--- src/rtl/nrzi_unstuff_deser.sv ---
// NRZI decoder, USB bit unstuffer and LSB-first word packer for the receive path.
// Sits between the DP/DM receiver and the packet/PID/CRC logic.
module nrzi_unstuff_deser #(
  parameter int WIDTH      = 8,
  parameter int STUFF_LEN  = 6,
  parameter bit INIT_LEVEL = 1'b1
) (
  input  logic                       clock,
  input  logic                       reset,
  input  logic                       in_bit,
  input  logic                       in_valid,
  output logic [WIDTH-1:0]           out_word,
  output logic [$clog2(WIDTH+1)-1:0] out_count,
  output logic                       word_valid,
  output logic                       pkt_end,
  output logic                       stuff_err,
  output logic                       busy
);

  localparam int CNT_W  = $clog2(WIDTH + 1);
  localparam int ONES_W = $clog2(STUFF_LEN + 1);

  typedef enum logic [1:0] {
    ST_IDLE  = 2'd0,
    ST_RECV  = 2'd1,
    ST_ERROR = 2'd2
  } state_t;

  state_t              state_r, state_next_s;
  logic                prev_level_r, prev_level_next_s;
  logic [ONES_W-1:0]   ones_cnt_r, ones_cnt_next_s;
  logic [CNT_W-1:0]    bit_cnt_r, bit_cnt_next_s;
  logic [WIDTH-1:0]    shift_r, shift_next_s;
  logic [WIDTH-1:0]    shifted_s;
  logic [WIDTH-1:0]    out_word_next_s;
  logic [CNT_W-1:0]    out_count_next_s;
  logic                word_valid_next_s, pkt_end_next_s, stuff_err_next_s;
  logic                dec_bit_s, stuff_full_s, violation_s;

  assign dec_bit_s    = (in_bit == prev_level_r);
  assign stuff_full_s = (ones_cnt_r == ONES_W'(STUFF_LEN));
  assign violation_s  = in_valid && stuff_full_s && dec_bit_s;
  assign shifted_s    = shift_r | (WIDTH'(dec_bit_s) << bit_cnt_r);

  // State register
  always_ff @(posedge clock or posedge reset) begin
    if (reset) begin
      state_r <= ST_IDLE;
    end else begin
      state_r <= state_next_s;
    end
  end

  // Next-state decode; ERROR is left only when the packet ends
  always_comb begin
    state_next_s = state_r;
    case (state_r)
      ST_IDLE: begin
        if (in_valid) state_next_s = ST_RECV;
        else          state_next_s = ST_IDLE;
      end
      ST_RECV: begin
        if (!in_valid)        state_next_s = ST_IDLE;
        else if (violation_s) state_next_s = ST_ERROR;
        else                  state_next_s = ST_RECV;
      end
      ST_ERROR: begin
        if (!in_valid) state_next_s = ST_IDLE;
        else           state_next_s = ST_ERROR;
      end
      default: state_next_s = ST_IDLE;
    endcase
  end

  // Datapath and output next values
  always_comb begin
    prev_level_next_s = prev_level_r;
    ones_cnt_next_s   = ones_cnt_r;
    bit_cnt_next_s    = bit_cnt_r;
    shift_next_s      = shift_r;
    out_word_next_s   = out_word;
    out_count_next_s  = out_count;
    word_valid_next_s = 1'b0;
    pkt_end_next_s    = 1'b0;
    stuff_err_next_s  = 1'b0;
    if (!in_valid) begin
      prev_level_next_s = INIT_LEVEL;
      ones_cnt_next_s   = {ONES_W{1'b0}};
      bit_cnt_next_s    = {CNT_W{1'b0}};
      shift_next_s      = {WIDTH{1'b0}};
      if (state_r == ST_RECV) begin
        pkt_end_next_s = 1'b1;
        if (bit_cnt_r != {CNT_W{1'b0}}) begin
          word_valid_next_s = 1'b1;
          out_word_next_s   = shift_r;
          out_count_next_s  = bit_cnt_r;
        end else begin
          word_valid_next_s = 1'b0;
        end
      end else if (state_r == ST_ERROR) begin
        pkt_end_next_s = 1'b1;
      end else begin
        pkt_end_next_s = 1'b0;
      end
    end else if (state_r == ST_ERROR) begin
      stuff_err_next_s = 1'b0;
    end else begin
      prev_level_next_s = in_bit;
      if (stuff_full_s) begin
        ones_cnt_next_s = {ONES_W{1'b0}};
        if (dec_bit_s) begin
          // A 1 where a stuffed 0 was due: drop the partial word
          stuff_err_next_s = 1'b1;
          bit_cnt_next_s   = {CNT_W{1'b0}};
          shift_next_s     = {WIDTH{1'b0}};
        end else begin
          stuff_err_next_s = 1'b0;
        end
      end else begin
        if (dec_bit_s) ones_cnt_next_s = ones_cnt_r + ONES_W'(1);
        else           ones_cnt_next_s = {ONES_W{1'b0}};
        if (bit_cnt_r == CNT_W'(WIDTH - 1)) begin
          word_valid_next_s = 1'b1;
          out_word_next_s   = shifted_s;
          out_count_next_s  = CNT_W'(WIDTH);
          bit_cnt_next_s    = {CNT_W{1'b0}};
          shift_next_s      = {WIDTH{1'b0}};
        end else begin
          bit_cnt_next_s = bit_cnt_r + CNT_W'(1);
          shift_next_s   = shifted_s;
        end
      end
    end
  end

  // Datapath and output registers
  always_ff @(posedge clock or posedge reset) begin
    if (reset) begin
      prev_level_r <= INIT_LEVEL;
      ones_cnt_r   <= {ONES_W{1'b0}};
      bit_cnt_r    <= {CNT_W{1'b0}};
      shift_r      <= {WIDTH{1'b0}};
      out_word     <= {WIDTH{1'b0}};
      out_count    <= {CNT_W{1'b0}};
      word_valid   <= 1'b0;
      pkt_end      <= 1'b0;
      stuff_err    <= 1'b0;
      busy         <= 1'b0;
    end else begin
      prev_level_r <= prev_level_next_s;
      ones_cnt_r   <= ones_cnt_next_s;
      bit_cnt_r    <= bit_cnt_next_s;
      shift_r      <= shift_next_s;
      out_word     <= out_word_next_s;
      out_count    <= out_count_next_s;
      word_valid   <= word_valid_next_s;
      pkt_end      <= pkt_end_next_s;
      stuff_err    <= stuff_err_next_s;
      busy         <= (state_next_s != ST_IDLE);
    end
  end

endmodule

--- config.mk ---
export PLATFORM = sky130hd
export DESIGN_NAME = nrzi_unstuff_deser
export DESIGN_NICKNAME = d
export VERILOG_FILES = /design/src/rtl/nrzi_unstuff_deser.sv
export SDC_FILE = /design/constraint.sdc
export NUM_CORES = 1
export LEC_CHECK = 0
export CORE_UTILIZATION = 58
export CTS_CLUSTER_DIAMETER = 200
export DETAILED_ROUTE_END_ITERATION = 12
export PLACE_DENSITY = 0.92
export SYNTH_ARGS = -nofsm -noshare
export SYNTH_HDL_FRONTEND = slang
export SYNTH_SLANG_ARGS = --single-unit
export TNS_END_PERCENT = 1
--- constraint.sdc ---
create_clock -name clock -period 5.4 [get_ports clock]
set_clock_uncertainty 0.15 [all_clocks]
set_input_delay 0.54 -clock clock [delete_from_list [all_inputs] [get_ports clock]]
set_output_delay 0.54 -clock clock [all_outputs]
set_load 0.1 [all_outputs]
==> impl_results.md, run 1 <==
* Status: complete, no violations
* Pre-antenna DRT Iters at 4
* Post-DRT Antenna Nets at 0
* Flops & latches, synth at 34
* Post-Synthesis Cells at 152
* Die width at approximately 55 um
* Seq/Total Area, Yosys at 51.75%
* Final period utilization at 48.05%
* R2r endpoint: out_word[0]$_DFFE_PP0P_
* Input/output buffers at 19
* Die area at between 3000 and 4000 um2
* Share of flip-flops with an asynchronous set or reset at 100.0%
* Core Area at about 2600 um2
* CP Max Fanout at 21
* Iter 0 DRT Violations at 15
* H-tree depth at 2
* Min-Delay Path Class: register to register
* Die H at between 50 and 60 um
* Path depth of the worst reg2reg path at 7
* Worst path max stage delay at 0.93 ns
* Least-Margin Pin Slew at 0.9898 ns
* Total power at 0.7682 mW
* WL final at 3265 um
* Worst slew margin relative to its limit at approximately a third
* Syn_area_per_cell at 10.83 um2
* Final Hold Fails at 0
* Synthesized cell area at around 1600 um2
* Via count at 1217
* Critical path's slowest cell: clkdlybuf4s50_1
* Finish-stage setup viols at 0
* IO Pins at 20
* Crit start category: input port
* Leakage at 0.8611 nW
* Placer Congestion at 0.9351
* Area delta synth->final at 17.02%
* CTS sink count at 34
* Unrepaired setup endpoints after global routing: no
* Start point of the critical path: in_valid
* YS warnings at 0
* Critical path data arrival time at roughly 2.7 ns
* Num CTS Buffers at 5
* Type of destination of the critical path: register
* Reg2reg setup slack at ~3.1 ns
* Post-CTS setup repair buffer count at 0
* Bufs on Longest Clock Path at 2
* FMAX at roughly 390 MHz
* Clock transition at path regs at 0.10 ns
* Diode count at 0
* Mapped Nets at 164
* Initial core utilization at 63.57%
* M3 GR Usage at 8.197%
* Primary FF master, synth: dfrtp_1
* Resized cells post-CTS at 0
* Vias in the first global route at 1220
* Max_cap viols at 0
* Global-route track usage on met2 at a little under two fifths
* GRT Overall Usage at about a quarter
* Post-DP HPWL at 2292 um
* CP cell instances: clkdlybuf4s50_1 > a21bo_2 > nor3_2 > nor2_2 > inv_2 > mux2_2
* Final worst path period need at 2.595 ns
* Crit path required time at 5.47 ns
* Gr busiest metal: met2
* CTS Hold Bufs at 0
* Site Rows at 18
* CTS tree: yes
* Total power per unit cell area at roughly 400 nW/um2
* DR WL/cell at around 16 um
* Setup tns final at 0 ns
* DRC violations left at 0
* Layout cells sized above 1 at 14.37%
* Final nets at 185
* First-pass GRT wire length at 5533 um
* Worst reg2reg path startpoint: bit_cnt_r[0]$_DFFE_PP0P_
* Crit path capture: out_word[0]$_DFFE_PP0P_
* Pin count of the biggest net entering global routing at 35
* Clk_lat worst skew at 0.34 ns
* Grt total ovfl at 0
* Root Buffer: clkbuf_4
* Post-synth cell types at 47
* Initial antenna violation count at 0
* M1 GR Usage at 29.76%
* Type of the worst setup path: input port to register
* Post-synth EDFFs at 0
* Vias per std cell at 5.966
* Worst vdd ir at 0.3931 mV
* Final Max Slew Viols at 0
## placed cells by master, fill, tap and decap left out, types with 2 or more instances in the layout
| master | n |
|---|---|
| clkbuf_8 | 3 |
| a31oi_1 | 5 |
| nand3_1 | 3 |
| nor2_1 | 19 |
| nor3_1 | 6 |
| nand2_1 | 3 |
| nand2b_1 | 3 |
| nor2b_1 | 2 |
| ha_1 | 8 |
| a41oi_1 | 4 |
| o21ai_0 | 3 |
| a22o_1 | 2 |
| dfrtp_1 | 33 |
| clkdlybuf4s50_1 | 19 |
| mux2_2 | 4 |
| a21oi_1 | 13 |
| inv_1 | 9 |
| clkbuf_4 | 5 |
## registers in the layout (all words and copies together) (netlist names), 2 cells and up
| signal | flops |
|---|---|
| out_word | 8 |
| bit_cnt_r | 4 |
| out_count | 4 |
| state_r | 2 |
| ones_cnt_r | 3 |
| shift_r | 8 |
## cells by family after synthesis
logic type | count (synthesis) | synth area share, %
adders and majority gates | 8 | 6.079
muxes | 6 | 4.255
buffers and inverters | 16 | 4.331
and+or+nand+nor | 47 | 14.90
xor gates and xnor gates | 2 | 1.520
DFF | 34 | 51.75
AOI/OAI and AO/OA | 39 | 17.17
## how the worst min path moves through the flow
stage	start	to	cells after the start
after floorplan	shift_r[0]$_DFFE_PP0P_	shift_r[0]$_DFFE_PP0P_	2
after global placement	shift_r[7]$_DFFE_PP0P_	shift_r[7]$_DFFE_PP0P_	2
after detailed placement	shift_r[4]$_DFFE_PP0P_	shift_r[4]$_DFFE_PP0P_	2
after CTS	out_count[1]$_DFFE_PP0P_	out_count[1]$_DFFE_PP0P_	1
after global routing	out_count[0]$_DFFE_PP0P_	out_count[0]$_DFFE_PP0P_	1
final	shift_r[2]$_DFFE_PP0P_	shift_r[2]$_DFFE_PP0P_	2
## layout make-up
class,instances,area (um2)
fillers,182,663.1
multi-input cells,102,723.2
flip-flops and latches,34,852.1
repair buffers,20,197.7
clock buffers,8,78.83
inverters,10,37.54
well taps,30,37.54
## critical path, delay by kind of cell
family / cells / cell delay [ns]
simple gates: 2 / 0.25
compound gates: 1 / 0.35
buf+inv: 2 / 1.14
mux: 1 / 0.37
## layer usage
metal,routed length [um],vias up
met3,194,5
li1,-,587
met5,0,-
met1,1410,580
met4,59,0
met2,1601,45
## stage by stage
| step | instance area [um2] | std cells | setup slack (ns) | hold slack (ns) | utilization [%] |
|---|---|---|---|---|---|
| 4_1_cts | 1927 | 204 | 2.825 | 0.3647 | 74.40 |
| 6_report | 1927 | 204 | 2.805 | 0.3614 | 74.40 |
| 3_3_place_gp | 1848 | 196 | 2.547 | 0.3338 | 71.35 |
| 3_5_place_dp | 1848 | 196 | 2.468 | 0.3398 | 71.35 |
| 2_1_floorplan | 1647 | 152 | 3.532 | 0.3105 | - |
| 5_1_grt | 1927 | 204 | 2.701 | 0.3801 | 74.40 |
## report_power, final
part | total (mW) | internal, mW | switching [mW]
registers | 0.306 | 0.284 | 0.0219
logic | 0.293 | 0.0686 | 0.225
clock network | 0.169 | 0.0889 | 0.0801
total | 0.768 | 0.442 | 0.327
## synth_stat cells (all sizes together), types with 2 or more instances
library cell	n	area, um2
a21oi	14	73.82
a22o	2	17.52
a31oi	5	31.28
a41oi	4	35.03
buf	4	26.27
clkbuf	2	7.510
dfrtp	33	825.8
ha	8	100.1
inv	10	37.53
mux2	5	60.05
nand2	4	17.52
nand2b	3	18.77
nand3	3	15.01
nor2	20	77.58
nor2b	2	12.51
nor3	7	40.04
nor3b	2	20.02
o21ai	3	15.01
Power figures use the tool's default switching activity.
==> inputs of run 2 (changes only) <==
--- a/config.mk
+++ b/config.mk
@@ -5,10 +5,10 @@
 export SDC_FILE = /design/constraint.sdc
 export NUM_CORES = 1
 export LEC_CHECK = 0
-export CORE_UTILIZATION = 58
+export CORE_UTILIZATION = 49
 export CTS_CLUSTER_DIAMETER = 200
 export DETAILED_ROUTE_END_ITERATION = 12
-export PLACE_DENSITY = 0.92
+export PLACE_DENSITY = 0.83
 export SYNTH_ARGS = -nofsm -noshare
 export SYNTH_HDL_FRONTEND = slang
 export SYNTH_SLANG_ARGS = --single-unit
==> constraint.sdc (replaced) <==
create_clock -name clock -period 2.2 [get_ports clock]
set_clock_uncertainty 0.15 [all_clocks]
set_input_delay 0.22 -clock clock [delete_from_list [all_inputs] [get_ports clock]]
set_output_delay 0.22 -clock clock [all_outputs]
set_load 0.1 [all_outputs]
==> impl_results.md, run 2 (synthesis results as in run 1) <==
* Final Hold Fails at 0 (unchanged)
* Clk_lat worst skew at 0.34 ns (about the same)
* Final Max Slew Viols at 0 (unchanged)
* Final worst path period need at 1.989 ns
* Diode count at 0 (unchanged)
* CP Max Fanout at 11 (was 21)
* Unrepaired setup endpoints after global routing: no (unchanged)
* Total power per unit cell area at 934.6 nW/um2 (was 398.7 nW/um2)
* Initial core utilization at 52.64% (was 63.57%)
* Worst slew margin relative to its limit at 66.18% (was 33.81%)
* Placer Congestion at 0.9589 (was 0.9351)
* Commonest non-fill, non-tap cell in the layout: dfrtp_1 (unchanged)
* Finish-stage setup viols at 0 (unchanged)
* Setup tns final at 0 ns (unchanged)
* WL final at 3401 um (was 3265 um)
* Min Hold Slack at 0.1116 ns (was 0.3614 ns)
* Resized cells post-CTS at 0 (unchanged)
* Most frequent cells in the layout: dfrtp_1, buf_4, nor2_1, a21oi_1, inv_1 (was dfrtp_1, nor2_1, clkdlybuf4s50_1, a21oi_1, inv_1)
* GRT Overall Usage at 21.97% (was 23.60%)
* Top cell family by delay on the critical path: compound AO/OA/AOI/OAI gates (was buffers and inverters)
* Crit start category: register (was input port)
* Top Registers: out_word x8, shift_r x8 (unchanged)
* Type of destination of the critical path: register (unchanged)
* Reg area at 852.1 um2 (unchanged)
* Die area at 3596 um2 (was 3056 um2)
* Die H at 59.97 um (was 55.28 um)
* Crit path required time at 2.32 ns (was 5.47 ns)
* Post-place setup slack at 0.1624 ns (was 2.468 ns)
* Input/output buffers at 19 (unchanged)
* IO Pins at 20 (unchanged)
* Final period utilization at 90.42%
* Final nets at 195 (was 185)
* Worst reg2reg path startpoint: ones_cnt_r[0]$_DFFE_PP0P_ (was bit_cnt_r[0]$_DFFE_PP0P_)
* Core Area at 3128 um2 (was 2590 um2)
* Worst path max stage delay at 0.40 ns (was 0.93 ns)
* Worst path depth at 9 (was 6)
* Pin count of the biggest net entering global routing at 35 (unchanged)
* Die width at 59.97 um (was 55.28 um)
* Via count at 1283 (was 1217)
* CTS sink count at 34 (unchanged)
* Post-DRT Antenna Nets at 0 (unchanged)
* Min-Delay Path Class: input port to asynchronous set/reset pin (was register to register)
* Path depth of the worst reg2reg path at 9 (was 7)
* Vias per std cell at 5.627 (was 5.966)
* Type of the worst setup path: register to register (was input port to register)
* Grt total ovfl at 0 (unchanged)
* Initial antenna violation count at 0 (unchanged)
* Least-Margin Pin Slew at 0.5043 ns (was 0.9898 ns)
* Total power at 1.832 mW (was 0.7682 mW)
* Critical path's slowest cell: dfrtp_1 (was clkdlybuf4s50_1)
* CTS Hold Bufs at 0 (unchanged)
* Num CTS Buffers at 5 (unchanged)
* Post-CTS setup repair buffer count at 0 (unchanged)
* Root Buffer: clkbuf_4 (unchanged)
* Fill cell count at 258 (was 182)
* Crit path buf inv count at 3 (was 2)
* Site Rows at 20 (was 18)
* Status: complete, no violations (unchanged)
* Reg2reg setup slack at 0.21 ns (was 3.13 ns)
* Worst vdd ir at 0.4419 mV (was 0.3931 mV)
* Pre-antenna DRT Iters at 6 (was 4)
* Multi-input logic area at 723.2 um2 (unchanged)
* Clock transition at path regs at 0.10 ns (about the same)
* H-tree depth at 2 (unchanged)
* FMAX at 502.7 MHz
* Max_cap viols at 0 (unchanged)
* Bufs on Longest Clock Path at 2 (unchanged)
* Finished Cell Area at 1961 um2 (was 1927 um2)
* Layout cells sized above 1 at 27.17% (was 14.37%)
* CP cell instances: inv_1 > ha_1 > a21bo_2 > nor3_2 > nor2_2 > inv_2 > buf_4 > nor2_1 > a21oi_1 (was clkdlybuf4s50_1 > a21bo_2 > nor3_2 > nor2_2 > inv_2 > mux2_2)
* Iter 0 DRT Violations at 48 (was 15)
* Leakage at 0.9248 nW (was 0.8611 nW)
* Post-DP HPWL at 2522 um (was 2292 um)
* CTS tree: yes (unchanged)
* DR WL/cell at 14.92 um (was 16.00 um)
* Critical path data arrival time at 2.11 ns (was 2.67 ns)
* Vias in the first global route at 1218 (was 1220)
* DRC violations left at 0 (unchanged)
* Area post-placement at 1901 um2 (was 1848 um2)
* R2r endpoint: out_word[7]$_DFFE_PP0P_ (was out_word[0]$_DFFE_PP0P_)
* First-pass GRT wire length at 5637 um (was 5533 um)
* Area delta synth->final at 19.07% (was 17.02%)
* Final worst slack at 0.2107 ns (was 2.805 ns)
-- run 2: area by class of cell --
class                   instances  area share, %
clock buffers                   7          2.808
clock inverters                 1         0.2553
flip-flops and latches         34          43.46
multi-input cells             102          36.89
repair buffers                 30          11.87
inverters                      10          1.914
well taps                      44          2.808
-- run 2: routing by layer --
layer  part of all wire (%)  wire (um)  GRT usage [%]  vias up
met3                    5.1        172          5.195       11
met5                      0          0              0        -
met4                    2.6         89          12.96        0
met2                     49       1657          33.33       46
met1                     44       1481          28.55      622
li1                       -          -              -      604
-- run 2: through the flow --
step           std cells  util, %
2_1_floorplan        152        -
3_3_place_gp         220    60.76
3_5_place_dp         220    60.76
4_1_cts              228    62.68
5_1_grt              228    62.68
6_report             228    62.68
-- run 2: power breakdown --
group	leakage, nW	internal (mW)	switching, mW
sequential	0.447	0.698	0.0471
clock	0.0353	0.155	0.203
combinational	0.443	0.164	0.566
total	0.925	1.02	0.816
-- run 2: worst max path at each step --
| stage | start | endpoint |
|---|---|---|
| 6_report | ones_cnt_r[0]$_DFFE_PP0P_ | out_word[7]$_DFFE_PP0P_ |
| 5_1_grt | ones_cnt_r[0]$_DFFE_PP0P_ | out_word[7]$_DFFE_PP0P_ |
| 4_1_cts | ones_cnt_r[0]$_DFFE_PP0P_ | out_word[7]$_DFFE_PP0P_ |
| 3_5_place_dp | in_valid | out_word[2]$_DFFE_PP0P_ |
| 3_3_place_gp | in_valid | out_word[3]$_DFFE_PP0P_ |
| 2_1_floorplan | bit_cnt_r[0]$_DFFE_PP0P_ | out_word[0]$_DFFE_PP0P_ |
-- run 2: worst reg2reg max path, stage by stage (launching register included) --
cell     delay (ns)
dfrtp_1        0.40
inv_1          0.06
ha_1           0.24
a21bo_2        0.28
nor3_2         0.19
nor2_2         0.07
inv_2          0.12
buf_4          0.20
nor2_1         0.06
a21oi_1        0.15
